==> config.mk <==
export PLATFORM = sky130hd
export DESIGN_NAME = m_datapath
export DESIGN_NICKNAME = d
export VERILOG_FILES = /design/src/rtl/m_definitions_pkg.sv /design/src/rtl/m_mult33.sv /design/src/rtl/m_datapath.sv
export SDC_FILE = /design/constraint.sdc
export NUM_CORES = 1
export LEC_CHECK = 0
export CAP_MARGIN = 20
export CORE_ASPECT_RATIO = 1.75
export CORE_MARGIN = 2
export CORE_UTILIZATION = 50
export CTS_CLUSTER_DIAMETER = 80
export DETAILED_ROUTE_END_ITERATION = 12
export PLACE_DENSITY_LB_ADDON = 0.15
export SYNTH_ARGS = -nofsm -noshare
export SYNTH_HDL_FRONTEND = slang
export SYNTH_SLANG_ARGS = --single-unit
==> constraint.sdc <==
create_clock -name clk -period 6.4 [get_ports clk]
set_input_delay 1.28 -clock clk [delete_from_list [all_inputs] [get_ports clk]]
set_output_delay 1.28 -clock clk [all_outputs]
set_load 0.02 [all_outputs]
==> src/rtl/m_definitions_pkg.sv <==
// Shared definitions for the M-extension coprocessor: mux encodings, their
// widths, operand width and divider step count.
package m_definitions;

    localparam int OPERAND_W = 32;
    localparam int DIV_STEPS = 32;

    localparam int MUX_R_LENGTH       = 2;
    localparam int MUX_D_LENGTH       = 2;
    localparam int MUX_Z_LENGTH       = 2;
    localparam int MUX_MULTA_LENGTH   = 2;
    localparam int MUX_MULTB_LENGTH   = 2;
    localparam int MUX_DIV_REM_LENGTH = 1;
    localparam int MUX_OUT_LENGTH     = 3;

    typedef enum logic [MUX_R_LENGTH-1:0] {
        MUX_R_KEEP     = 2'd0,
        MUX_R_A        = 2'd1,
        MUX_R_A_NEG    = 2'd2,
        MUX_R_SUB_KEEP = 2'd3
    } mux_r_e;

    typedef enum logic [MUX_D_LENGTH-1:0] {
        MUX_D_KEEP  = 2'd0,
        MUX_D_B     = 2'd1,
        MUX_D_B_NEG = 2'd2,
        MUX_D_SHR   = 2'd3
    } mux_d_e;

    typedef enum logic [MUX_Z_LENGTH-1:0] {
        MUX_Z_KEEP    = 2'd0,
        MUX_Z_ZERO    = 2'd1,
        MUX_Z_SHL_ADD = 2'd2
    } mux_z_e;

    typedef enum logic [MUX_MULTA_LENGTH-1:0] {
        MUX_MULTA_ZERO       = 2'd0,
        MUX_MULTA_R_SIGNED   = 2'd1,
        MUX_MULTA_R_UNSIGNED = 2'd2
    } mux_multa_e;

    typedef enum logic [MUX_MULTB_LENGTH-1:0] {
        MUX_MULTB_ZERO       = 2'd0,
        MUX_MULTB_D_SIGNED   = 2'd1,
        MUX_MULTB_D_UNSIGNED = 2'd2
    } mux_multb_e;

    typedef enum logic [MUX_DIV_REM_LENGTH-1:0] {
        MUX_DIV_REM_R = 1'b0,
        MUX_DIV_REM_Z = 1'b1
    } mux_div_rem_e;

    typedef enum logic [MUX_OUT_LENGTH-1:0] {
        MUX_OUT_ZERO        = 3'd0,
        MUX_OUT_MULT_LOWER  = 3'd1,
        MUX_OUT_MULT_UPPER  = 3'd2,
        MUX_OUT_DIV_REM     = 3'd3,
        MUX_OUT_DIV_REM_NEG = 3'd4,
        MUX_OUT_MINUS_1     = 3'd5,
        MUX_OUT_ALL1        = 3'd6
    } mux_out_e;

    function automatic logic [OPERAND_W-1:0] neg32(input logic [OPERAND_W-1:0] v);
        return (~v) + 32'd1;
    endfunction

endpackage

==> src/rtl/m_mult33.sv <==
// Combinational signed 33x33 -> 66-bit multiplier, isolated for later retiming.
module m_mult33 (
    input  logic signed [32:0] a_i,
    input  logic signed [32:0] b_i,
    output logic signed [65:0] p_o
);

    assign p_o = a_i * b_i;

endmodule

==> src/rtl/m_datapath.sv <==
// M-extension datapath: R/D/Z registers, shift-subtract divider step, multiplier
// and result mux. Define M_MUL_EN to instantiate the multiplier (m_mult33).
module m_datapath
    import m_definitions::*;
(
    input  logic                          clk,
    input  logic                          resetn,
    input  logic [OPERAND_W-1:0]          rs1,
    input  logic [OPERAND_W-1:0]          rs2,
    input  logic [OPERAND_W-1:0]          rs1_neg,
    input  logic [OPERAND_W-1:0]          rs2_neg,
    input  logic [MUX_R_LENGTH-1:0]       mux_R,
    input  logic [MUX_D_LENGTH-1:0]       mux_D,
    input  logic [MUX_Z_LENGTH-1:0]       mux_Z,
    input  logic [MUX_MULTA_LENGTH-1:0]   mux_multA,
    input  logic [MUX_MULTB_LENGTH-1:0]   mux_multB,
    input  logic [MUX_DIV_REM_LENGTH-1:0] mux_div_rem,
    input  logic [MUX_OUT_LENGTH-1:0]     mux_out,
    output logic [OPERAND_W-1:0]          pcpi_rd
);

    logic [31:0] r_q, r_d;
    logic [62:0] d_q, d_d;
    logic [31:0] z_q, z_d;
    logic        ge;
    logic [31:0] diff;
    logic [31:0] sel;
    logic signed [65:0] prod;

    // Divisor sits at D[62:31]; once ge holds, D fits in 32 bits so D[31:0] is exact.
    assign ge   = ({31'b0, r_q} >= d_q);
    assign diff = r_q - d_q[31:0];

    always_comb begin
        r_d = r_q;
        d_d = d_q;
        z_d = z_q;
        case (mux_R)
            MUX_R_A:        r_d = rs1;
            MUX_R_A_NEG:    r_d = rs1_neg;
            MUX_R_SUB_KEEP: r_d = ge ? diff : r_q;
            default:        r_d = r_q;
        endcase
        case (mux_D)
            MUX_D_B:     d_d = {rs2, 31'b0};
            MUX_D_B_NEG: d_d = {rs2_neg, 31'b0};
            MUX_D_SHR:   d_d = d_q >> 1;
            default:     d_d = d_q;
        endcase
        case (mux_Z)
            MUX_Z_ZERO:    z_d = '0;
            MUX_Z_SHL_ADD: z_d = {z_q[30:0], ge};
            default:       z_d = z_q;
        endcase
    end

    always_ff @(posedge clk or negedge resetn) begin
        if (!resetn) begin
            r_q <= '0;
            d_q <= '0;
            z_q <= '0;
        end else begin
            r_q <= r_d;
            d_q <= d_d;
            z_q <= z_d;
        end
    end

`ifdef M_MUL_EN
    logic signed [32:0] op_a;
    logic signed [32:0] op_b;

    // Idle operands are forced to zero to keep the multiplier quiet.
    always_comb begin
        op_a = '0;
        op_b = '0;
        case (mux_multA)
            MUX_MULTA_R_SIGNED:   op_a = {r_q[31], r_q};
            MUX_MULTA_R_UNSIGNED: op_a = {1'b0, r_q};
            default:              op_a = '0;
        endcase
        case (mux_multB)
            MUX_MULTB_D_SIGNED:   op_b = {d_q[62], d_q[62:31]};
            MUX_MULTB_D_UNSIGNED: op_b = {1'b0, d_q[62:31]};
            default:              op_b = '0;
        endcase
    end

    m_mult33 u_mult33 (
        .a_i (op_a),
        .b_i (op_b),
        .p_o (prod)
    );
`else
    logic unused_mult_sel;
    assign unused_mult_sel = ^{mux_multA, mux_multB};
    assign prod = '0;
`endif

    logic unused_prod_hi;
    assign unused_prod_hi = ^prod[65:64];

    assign sel = mux_div_rem[0] ? z_q : r_q;

    always_comb begin
        pcpi_rd = '0;
        case (mux_out)
            MUX_OUT_MULT_LOWER:  pcpi_rd = prod[31:0];
            MUX_OUT_MULT_UPPER:  pcpi_rd = prod[63:32];
            MUX_OUT_DIV_REM:     pcpi_rd = sel;
            MUX_OUT_DIV_REM_NEG: pcpi_rd = neg32(sel);
            MUX_OUT_MINUS_1:     pcpi_rd = 32'hFFFF_FFFF;
            MUX_OUT_ALL1:        pcpi_rd = 32'hFFFF_FFFF;
            default:             pcpi_rd = '0;
        endcase
    end

endmodule

### Yosys cells after proc, flatten, opt, wreduce, memory -nomap -nowiden

Index checks and enable logic that the tools add are counted.

* $add $sub $neg: 2
* order comparisons: 1
* equal/unequal tests: 13
* muxes and demuxes: 6
* bitwise gates (word level): 1
* reduce and logical (&&, ||, !) cells: 5

Operators with widths (number)
* $pmux W32 S3: 2
* $pmux W63 S3: 1
* $mux W32: 2
* $pmux W32 S2: 1
* $ge A32 B63 Y1: 1
* $add A32 B1 Y32 const B: 1
* $not A32 Y32: 1
* $sub A32 B32 Y32: 1
* $eq A2 B2 Y1 const B: 5
* $eq A3 B3 Y1 const B: 3
* $eq A2 B1 Y1 const B: 3
* $reduce_bool A3 Y1: 2
* $eq A3 B2 Y1 const B: 1
* $ne A2 B2 Y1 const B: 1
* $reduce_and A2 Y1: 1
* $reduce_bool A2 Y1: 1
* $reduce_or A2 Y1: 1

* flip-flop bits (word level): 127
* input bits: 144
* output and inout bits: 32
* word-level logic and storage cells: 31

### Depth between registers and ports, before layout

Gate-level depths: netlist (run 1).

* word-level depth: 4
* gate-level depth with buffers: 14

### Least setup slack after synthesis (run 1)

No wires, ideal clock.

* path kind: input to output
* start: in mux_div_rem
* end: out pcpi_rd[26]
* arrival: 4162 ps
* required time: 5120 ps
* setup slack: 958 ps
* cell stages on the path: 14
* cells stage by stage: buf_2 > buf_2 > buf_2 > buf_2 > mux2i_1 > ha_1 > o21ai_0 > nor3_2 > nand3_1 > nor4b_2 > nand4b_1 > xnor2_1 > o21ai_1 > nand2_1

* longest elaborated chain between the ends: 4

RTL lines
* start: declaration: RTL line m_datapath.sv:17 `input logic [MUX_DIV_REM_LENGTH-1:0] mux_div_rem,`
* $mux W32 *: RTL line m_datapath.sv:103 `assign sel = mux_div_rem[0] ? z_q : r_q;`
* $not A32 Y32: RTL line m_definitions_pkg.sv:64 `return (~v) + 32'd1;`
* $add A32 B1 Y32: RTL line m_definitions_pkg.sv:64
* $pmux W32 S3 *: RTL line m_datapath.sv:107 `case (mux_out)`
* end: declaration: RTL line m_datapath.sv:19 `output logic [OPERAND_W-1:0] pcpi_rd`

Mark *: on every way between the ends. The rest lies on a longest branch, timed or not.

### Final worst setup path (run 1)

* start: in mux_div_rem
* end: out pcpi_rd[30]

Same word-level chain as after synthesis.

==> results of run 1 <==
## flip-flops by register name, summed over array words and instances (netlist names)
register,cells
r_q,32
d_q,63
z_q,32
## cell usage after synthesis, drive strengths merged, types with 8 or more instances
cell type / number / share of area
xnor2: 25 / 0.024
buf: 21 / 0.015
a22o: 34 / 0.032
nand3: 15 / 0.0082
and3: 10 / 0.0068
nor3: 22 / 0.013
a31oi: 37 / 0.027
nand2: 180 / 0.074
mux4: 31 / 0.076
dfrtp: 127 / 0.35
a22oi: 24 / 0.020
nor2: 66 / 0.028
o21ai: 124 / 0.068
a21o: 8 / 0.0065
a21oi: 44 / 0.025
mux2i: 36 / 0.039
inv: 48 / 0.020
nor4: 9 / 0.0061
clkbuf: 45 / 0.018
xor2: 20 / 0.019
ha: 37 / 0.050
nand4: 10 / 0.0068
## routing by layer
metal	part of all wire	routed length [um]
met2	0.53	13400
met5	0	0
met3	0.046	1150
met1	0.38	9670
met4	0.038	970
## final timing paths
kind | endpoint | slack, ns | from
max | pcpi_rd[30] | 0.56 | mux_div_rem
min | z_q[31] | 0.51 | z_q[31]
max reg2reg | r_q[4] | 2.77 | d_q[9]
min reg2reg | z_q[31] | 0.51 | z_q[31]
max in group asynchronous | z_q[30] | 4.17 | resetn
min in group asynchronous | d_q[62] | 0.90 | resetn
## cells by family after synthesis
group	synth area share
AOI/OAI and AO/OA	0.219
xor gates and xnor gates	0.0430
adders and majority gates	0.0527
buffers and inverters	0.0532
DFF	0.346
muxes	0.117
and+or+nand+nor	0.169
## worst reg2reg max path: cells and delay by family (launching register included)
| family | cells | cell delay, ns |
|---|---|---|
| multiplexers | 1 | 0.35 |
| flip-flops | 1 | 0.42 |
| AND/OR/NAND/NOR | 3 | 0.75 |
| AO/OA/AOI/OAI | 4 | 1.04 |
| buffers and inverters | 2 | 0.58 |
| adder cells (fa/ha/maj) | 1 | 0.37 |
## power by group
group          switching [W]  internal, W
Clock               0.000371     0.000661
Combinational       0.000570     0.000471
Sequential          0.000107     0.000884
## stage by stage
step,power (W),hold WS [ns],instance area (um^2),util,std cells
floorplan,0.00169,0.450,9170,-,1049
global placement,0.00202,0.463,11000,0.610,1402
detailed placement,0.00204,0.492,11000,0.611,1403
CTS,0.00307,0.503,11600,0.646,1434
global route,0.00323,0.540,11700,0.649,1436
finish,0.00306,0.505,11700,0.649,1436
## final cells by class
cell class | instances | area, um^2 | share of cell area
timing repair buffer | 188 | 1880 | 0.161
tap | 234 | 293 | 0.0251
clock inverter | 13 | 189 | 0.0162
multi-input combinational | 808 | 5510 | 0.472
sequential | 127 | 3180 | 0.272
clock buffer | 18 | 439 | 0.0376
inverter | 48 | 180 | 0.0154
==> out/metrics.cfg, run 1 <==
[placement]
dp_slack_ns=0.563
gp_congestion=0.917
dpl.hpwl_um=19800
port_buffers=171

[global_route]
grt_max_degree=69
grt_most_used_layer=met2
grt_pass1_wl_um=41500
use_met2=0.501
antenna_found_initial=0
grt_overflow_total=0
use_met3=0.0416
grt_pass1_vias=8202
gr-usage-met1=0.302
grt_util_all_layers=0.270

[sta]
layout_min_cycle_time_ns=5.84
rsz0062_at_grt=false
hold_viol=0
fin_ws_ns=0.557
maxSlewViolCount=0
setup_viol=0
setup_tns_ns=0
relSlewSlack=0.344
min_period_over_period=0.913
fin_skew_ns=0.00785
tightestPinTransition_ns=0.984
max_freq_mhz=171

[routing]
num_vias=8411
drtIter0Drc=462
dr.pass1.iters=5
wl_per_cell_um=17.6
finalWirelength_um=25200
drcViolationCount=0
viasPerCell=5.86
drtAntennaViolNets=0

[logic_synthesis]
avgSynthCellArea_um2=8.74
yosys_warnings=0
ys_seq_area_frac=0.346
synth.distinct_cells=66
synth-edff-count=0
ys_ff_latch=127
syn_nets=1231
ys.flop_type=dfrtp_1
synthCells=1049
ys_async_sr_fraction=1.00
synth_area_mm2=0.00917

[final_layout]
layout_common_cells=nand2_1 (180), clkdlybuf4s50_1 (167), dfrtp_1 (127), o21ai_0 (118), nor2_1 (61)
layout_commonest_cell=nand2_1
area_growth_pct=27.3
n_antenna_cell=0
fill_cells=1531
fin_nets=1372
drive_gt1_frac=0.0832

[critical_path]
slowest_delay_ns=0.59
crit_buf_inv=2
crit_arrival_ns=4.56
cp.required_ns=5.12
cpMostUsedCell=nand3_1
critical_path.top_delay_family=simple AND/OR/NAND/NOR gates
path_cells=buf_2 -> mux2i_1 -> ha_1 -> o21ai_0 -> nor3_2 -> nand3_1 -> nor4b_2 -> nand3_1 -> xnor2_1 -> o21ai_1 -> nand2_1 -> clkdlybuf4s50_1
crit_fanout=19
endpoint_kind=output port
crit_slowest_cell=clkdlybuf4s50_1
startpoint_type=input pin
cp.depth=12
worst-setup-path-type=in2out
ff2ff_path_depth=11

[clock_network]
cts_inserted_buffers=17
root_buffer=clkbuf_16
clk_path_buf_depth=2
clkSinkCount=127
cts_tree=built
cts_hold_buf=0
htreeDepth=4
insertion_delay_ns=0.43
cts_resized=0
postCtsSetupRepairBufs=0
clkTransAtPathRegs_ns=0.06

[worst_hold_path]
hp-class=reg2reg
holdPathStages=2

[floorplan]
coreArea_mm2=0.0180
dieArea_mm2=0.0195
io_pins=176
die_y_um=183
start_util=0.510
rows=65
die_w_um=106

[power]
p_leak_nw=4.76
ir_drop_uv=203
powerDensity_mw_per_mm2=262

[flow_run]
drv_cap=0

[outcome]
outcome=complete, no violations

Note: power is estimated with default switching activity, not from simulation.
==> run 2: changes to the inputs <==
--- a/config.mk
+++ b/config.mk
@@ -11,7 +11,9 @@
 export CORE_UTILIZATION = 50
 export CTS_CLUSTER_DIAMETER = 80
 export DETAILED_ROUTE_END_ITERATION = 12
+export GPL_ROUTABILITY_DRIVEN = 0
 export PLACE_DENSITY_LB_ADDON = 0.15
+export SKIP_CTS_REPAIR_TIMING = 1
 export SYNTH_ARGS = -nofsm -noshare
 export SYNTH_HDL_FRONTEND = slang
 export SYNTH_SLANG_ARGS = --single-unit
==> out/metrics.cfg, run 2 (same netlist as run 1, synthesis figures left out) <==
[critical_path]
worst-setup-path-type=in2out  ; unchanged
r2r_setup_slack_ns=2.77  ; about the same
slowest_delay_ns=0.60  ; was 0.59 ns
startpoint_type=input pin  ; unchanged
path_cells=buf_2 -> mux2i_1 -> ha_1 -> o21ai_0 -> nor3_2 -> nand3_1 -> nor4b_2 -> nand4b_1 -> xnor2_1 -> o21ai_1 -> nand2_1 -> clkdlybuf4s50_1  ; was buf_2 -> mux2i_1 -> ha_1 -> o21ai_0 -> nor3_2 -> nand3_1 -> nor4b_2 -> nand3_1 -> xnor2_1 -> o21ai_1 -> nand2_1 -> clkdlybuf4s50_1
crit_slowest_cell=clkdlybuf4s50_1  ; unchanged
reg2reg_to=r_q[4]  ; unchanged
cp.required_ns=5.12  ; about the same
endpoint_kind=output port  ; unchanged
endpoint=pcpi_rd[26]  ; was pcpi_rd[30]
critical_path.top_delay_family=simple AND/OR/NAND/NOR gates  ; unchanged
r2r_start=d_q[9]  ; unchanged
crit_arrival_ns=4.58  ; was 4.56 ns
ff2ff_path_depth=11  ; unchanged
cp-startpoint=mux_div_rem  ; unchanged
crit_fanout=19  ; unchanged
crit_buf_inv=2  ; unchanged
cp.depth=12  ; unchanged

[placement]
dpl-instance-area_mm2=0.0110  ; about the same
dpl.hpwl_um=19700  ; was 19800 um
dp_slack_ns=0.542  ; was 0.563 ns
port_buffers=171  ; unchanged

[clock_network]
clkTransAtPathRegs_ns=0.06  ; about the same
cts_inserted_buffers=17  ; unchanged
cts_tree=built  ; unchanged
clk_path_buf_depth=2  ; unchanged
clkSinkCount=127  ; unchanged
htreeDepth=4  ; unchanged
insertion_delay_ns=0.43  ; about the same
root_buffer=clkbuf_16  ; unchanged

[global_route]
grt_overflow_total=0  ; unchanged
grt_max_degree=65  ; was 69
grt_pass1_wl_um=41500  ; about the same
antenna_found_initial=0  ; unchanged
grt_util_all_layers=0.270  ; about the same
grt_pass1_vias=8416  ; was 8202

[routing]
finalWirelength_um=25400  ; was 25200 um
drcViolationCount=0  ; unchanged
wl_per_cell_um=17.7  ; was 17.6 um
drtAntennaViolNets=0  ; unchanged
dr.pass1.iters=6  ; was 5
viasPerCell=5.89  ; was 5.86
num_vias=8458  ; was 8411
drtIter0Drc=548  ; was 462

[final_layout]
top_regs=d_q: 63 flops, r_q: 32 flops, z_q: 32 flops  ; unchanged
n_antenna_cell=0  ; unchanged
top_register=d_q  ; unchanged
final_area_mm2=0.0116  ; was 0.0117 mm^2
layout_common_cells=nand2_1 (180), clkdlybuf4s50_1 (167), dfrtp_1 (127), o21ai_0 (118), nor2_1 (61)  ; unchanged
largest_register_ffs=63  ; unchanged
drive_gt1_frac=0.0831  ; was 0.0832
area_growth_pct=26.6  ; was 27.3%
utilization=0.646  ; was 0.649
fin_nets=1372  ; unchanged
layout_commonest_cell=nand2_1  ; unchanged

[floorplan]
rows=65  ; unchanged
die_w_um=106  ; unchanged
dieArea_mm2=0.0195  ; unchanged
io_pins=176  ; unchanged
coreArea_mm2=0.0180  ; unchanged
start_util=0.510  ; unchanged
die_y_um=183  ; unchanged

[sta]
min_period_over_period=0.916  ; was 0.913
rsz0062_at_grt=false  ; unchanged
maxSlewViolCount=0  ; unchanged
hold_viol=0  ; unchanged
tightestPinTransition_ns=1.01  ; was 0.984 ns
layout_min_cycle_time_ns=5.86  ; was 5.84 ns
relSlewSlack=0.328  ; was 0.344
setup_tns_ns=0  ; unchanged
fin_skew_ns=0.0123  ; was 0.00785 ns
fin_ws_ns=0.536  ; was 0.557 ns
fin_hold_ws_ns=0.487  ; was 0.505 ns
max_freq_mhz=171  ; about the same
setup_viol=0  ; unchanged

[outcome]
outcome=complete, no violations  ; unchanged

[worst_hold_path]
hold_start=z_q[31]  ; unchanged
hp-class=reg2reg  ; unchanged

[power]
powerDensity_mw_per_mm2=257  ; was 262 mW/mm^2
ir_drop_uv=196  ; was 203 uV
p_leak_nw=4.74  ; was 4.76 nW

[flow_run]
drv_cap=0  ; unchanged

==> run 2: cell types whose count changed in the layout (fill, tap and decap cells not counted) <==
cell       before  now
buf_16          3    2
bufinv_16       4    2
clkbuf_1        0    1
clkbuf_16      17   18
clkbuf_8        1    0
clkinv_2        2    5
==> run 2: final cells by class <==
type,instances,area (um^2)
clock buffers,18,429
clock inverters,14,144
fillers,1518,6360
inverters,48,180
multi-input cells,808,5510
flip-flops and latches,127,3180
well taps,234,293
repair buffers,188,1880
==> run 2: how the worst min path moves through the flow <==
stage | to | slack, ns | cells past startpoint
6_report | z_q[31] | 0.49 | 2
4_1_cts | z_q[31] | 0.49 | 2
3_5_place_dp | z_q[31] | 0.47 | 2
5_1_grt | z_q[31] | 0.50 | 2
2_1_floorplan | z_q[31] | 0.45 | 2
3_3_place_gp | z_q[31] | 0.46 | 2
==> run 2: report_power, final <==
part / switching, W / leakage [nW] / internal, W
Combinational: 0.000576 / 2.85 / 0.000471
Clock: 0.000377 / 0.280 / 0.000571
Sequential: 0.000108 / 1.61 / 0.000884
Total: 0.00106 / 4.74 / 0.00193
==> run 2: stage by stage <==
step,instances,total power [W]
floorplan,1049,0.00169
global placement,1402,0.00201
global route,1437,0.00315
detailed placement,1402,0.00203
finish,1437,0.00299
CTS,1434,0.00298
==> run 2: tightest hold or removal path, stage by stage, from the launching register on <==
cell and delay [ns]:
dfrtp_1 0.34, nand2_1 0.04, o21ai_0 0.07
==> run 2: metal layers <==
metal	track usage	up-vias	share of wire
met5	0	-	0
met3	0.0384	68	0.047
met2	0.501	285	0.53
met4	0.129	0	0.042
li1	-	4107	-
met1	0.297	3998	0.38
==> run 3: changes to the inputs <==
--- a/config.mk
+++ b/config.mk
@@ -17,3 +17,4 @@
 export SYNTH_ARGS = -nofsm -noshare
 export SYNTH_HDL_FRONTEND = slang
 export SYNTH_SLANG_ARGS = --single-unit
+export TNS_END_PERCENT = 20
==> constraint.sdc (replaced) <==
create_clock -name clk -period 7.3 [get_ports clk]
set_input_delay 1.46 -clock clk [delete_from_list [all_inputs] [get_ports clk]]
set_output_delay 1.46 -clock clk [all_outputs]
set_load 0.02 [all_outputs]
==> out/metrics.cfg, run 3 (same netlist as run 1, synthesis figures left out) <==
[clock_network]
clk_path_buf_depth=2  ; unchanged
cts_tree=built  ; unchanged
clkSinkCount=127  ; unchanged
clkTransAtPathRegs_ns=0.05  ; was 0.06 ns
cts_inserted_buffers=17  ; unchanged
root_buffer=clkbuf_16  ; unchanged
insertion_delay_ns=0.42  ; was 0.43 ns
htreeDepth=4  ; unchanged

[global_route]
antenna_found_initial=0  ; unchanged
grt_pass1_wl_um=40400  ; was 41500 um
grt_most_used_layer=met2  ; unchanged
grt_pass1_vias=8265  ; was 8416
use_met3=0.0391  ; was 0.0384
use_met2=0.484  ; was 0.501
grt_max_degree=66  ; was 65
grt_util_all_layers=0.262  ; was 0.270
grt_overflow_total=0  ; unchanged
gr-usage-met1=0.292  ; was 0.297

[routing]
drtAntennaViolNets=0  ; unchanged
drcViolationCount=0  ; unchanged
finalWirelength_um=24700  ; was 25400 um
wl_per_cell_um=17.2  ; was 17.7 um
dr.pass1.iters=5  ; was 6
viasPerCell=5.78  ; was 5.89
drtIter0Drc=571  ; was 548
num_vias=8299  ; was 8458

[final_layout]
area_growth_pct=26.4  ; was 26.6%
n_antenna_cell=0  ; unchanged
top_register=d_q  ; unchanged
instances_no_fill=1435  ; was 1437
largest_register_ffs=63  ; unchanged
fin_nets=1371  ; was 1372
layout_commonest_cell=nand2_1  ; unchanged
drive_gt1_frac=0.0824  ; was 0.0831
top_regs=d_q: 63 flops, r_q: 32 flops, z_q: 32 flops  ; unchanged
layout_common_cells=nand2_1 (180), clkdlybuf4s50_1 (167), dfrtp_1 (127), o21ai_0 (118), nor2_1 (61)  ; unchanged

[critical_path]
r2r_start=d_q[9]  ; unchanged
crit_arrival_ns=4.76  ; was 4.58 ns
worst-setup-path-type=in2out  ; unchanged
ff2ff_path_depth=11  ; unchanged
endpoint_kind=output port  ; unchanged
reg2reg_to=r_q[4]  ; unchanged
r2r_setup_slack_ns=3.79  ; was 2.77 ns
crit_fanout=30  ; was 19
startpoint_type=input pin  ; unchanged
cp.required_ns=5.84  ; was 5.12 ns

[floorplan]
start_util=0.510  ; unchanged
die_w_um=106  ; unchanged
dieArea_mm2=0.0195  ; unchanged
die_y_um=183  ; unchanged
rows=65  ; unchanged
coreArea_mm2=0.0180  ; unchanged
io_pins=176  ; unchanged

[sta]
maxSlewViolCount=0  ; unchanged
tightestPinTransition_ns=0.939  ; was 1.01 ns
fin_skew_ns=0.00724  ; was 0.0123 ns
max_freq_mhz=161
setup_viol=0  ; unchanged
rsz0062_at_grt=false  ; unchanged
min_period_over_period=0.852
relSlewSlack=0.374  ; was 0.328
hold_viol=0  ; unchanged
layout_min_cycle_time_ns=6.22
fin_ws_ns=1.08  ; was 0.536 ns
setup_tns_ns=0  ; unchanged

[worst_hold_path]
hold_end=z_q[21]  ; was z_q[31]
holdPathStages=2  ; unchanged
hold_start=z_q[21]  ; was z_q[31]
hp-class=reg2reg  ; unchanged

[placement]
placedCellCount=1402  ; unchanged
port_buffers=171  ; unchanged
dpl.hpwl_um=19300  ; was 19700 um
dp_slack_ns=1.06  ; was 0.542 ns

[outcome]
outcome=complete, no violations  ; unchanged

[flow_run]
drv_cap=0  ; unchanged

[power]
powerDensity_mw_per_mm2=226  ; was 257 mW/mm^2
finalPower_w=0.00263  ; was 0.00299 W
p_leak_nw=4.72  ; was 4.74 nW
ir_drop_uv=173  ; was 196 uV

run 3: cell type report:
class / instances / area [um^2]
clock buffer: 17 / 425
clock inverter: 14 / 168
fill: 1488 / 6380
inverter: 48 / 180
multi-input combinational: 808 / 5510
sequential: 127 / 3180
tap: 234 / 293
timing repair buffer: 187 / 1840
run 3: layer usage:
metal,part of all wire,routed length [um]
met5,0,0
met4,0.038,938
met3,0.045,1110
met2,0.53,13100
met1,0.39,9560
run 3: report_power, final:
| group | internal (W) | switching, W | total [W] | leakage [nW] |
|---|---|---|---|---|
| logic | 0.000410 | 0.000498 | 0.000908 | 2.83 |
| clock network | 0.000533 | 0.000319 | 0.000853 | 0.274 |
| registers | 0.000775 | 0.0000910 | 0.000866 | 1.61 |
run 3: metrics by stage:
| step | utilization | instance area [um^2] | hold slack [ns] |
|---|---|---|---|
| after CTS | 0.643 | 11600 | 0.504 |
| final | 0.645 | 11600 | 0.498 |
| after global placement | 0.610 | 11000 | 0.464 |
| after global routing | 0.645 | 11600 | 0.537 |
| after detailed placement | 0.610 | 11000 | 0.491 |
| after floorplan | - | 9170 | 0.450 |
run 3: worst max-delay path, cell delays in order:
cell,delay (ns)
buf_2,0.37
buf_4,0.45
mux2i_1,0.45
nand2_1,0.17
nor2_1,0.24
nand3_1,0.18
nor2_2,0.27
nand4_1,0.14
xor2_1,0.19
o211ai_1,0.16
clkdlybuf4s50_1,0.64
run 3: worst max-delay path by stage:
stage                        endpoint  cells after the start   startpoint  slack (ns)
final                     pcpi_rd[31]                     11  mux_div_rem        1.08
after global routing      pcpi_rd[26]                     12  mux_div_rem        0.72
after CTS                 pcpi_rd[30]                     12  mux_div_rem        1.06
after detailed placement  pcpi_rd[30]                     12  mux_div_rem        1.06
after global placement    pcpi_rd[30]                     12  mux_div_rem        1.07
after floorplan           pcpi_rd[26]                     14  mux_div_rem        1.50
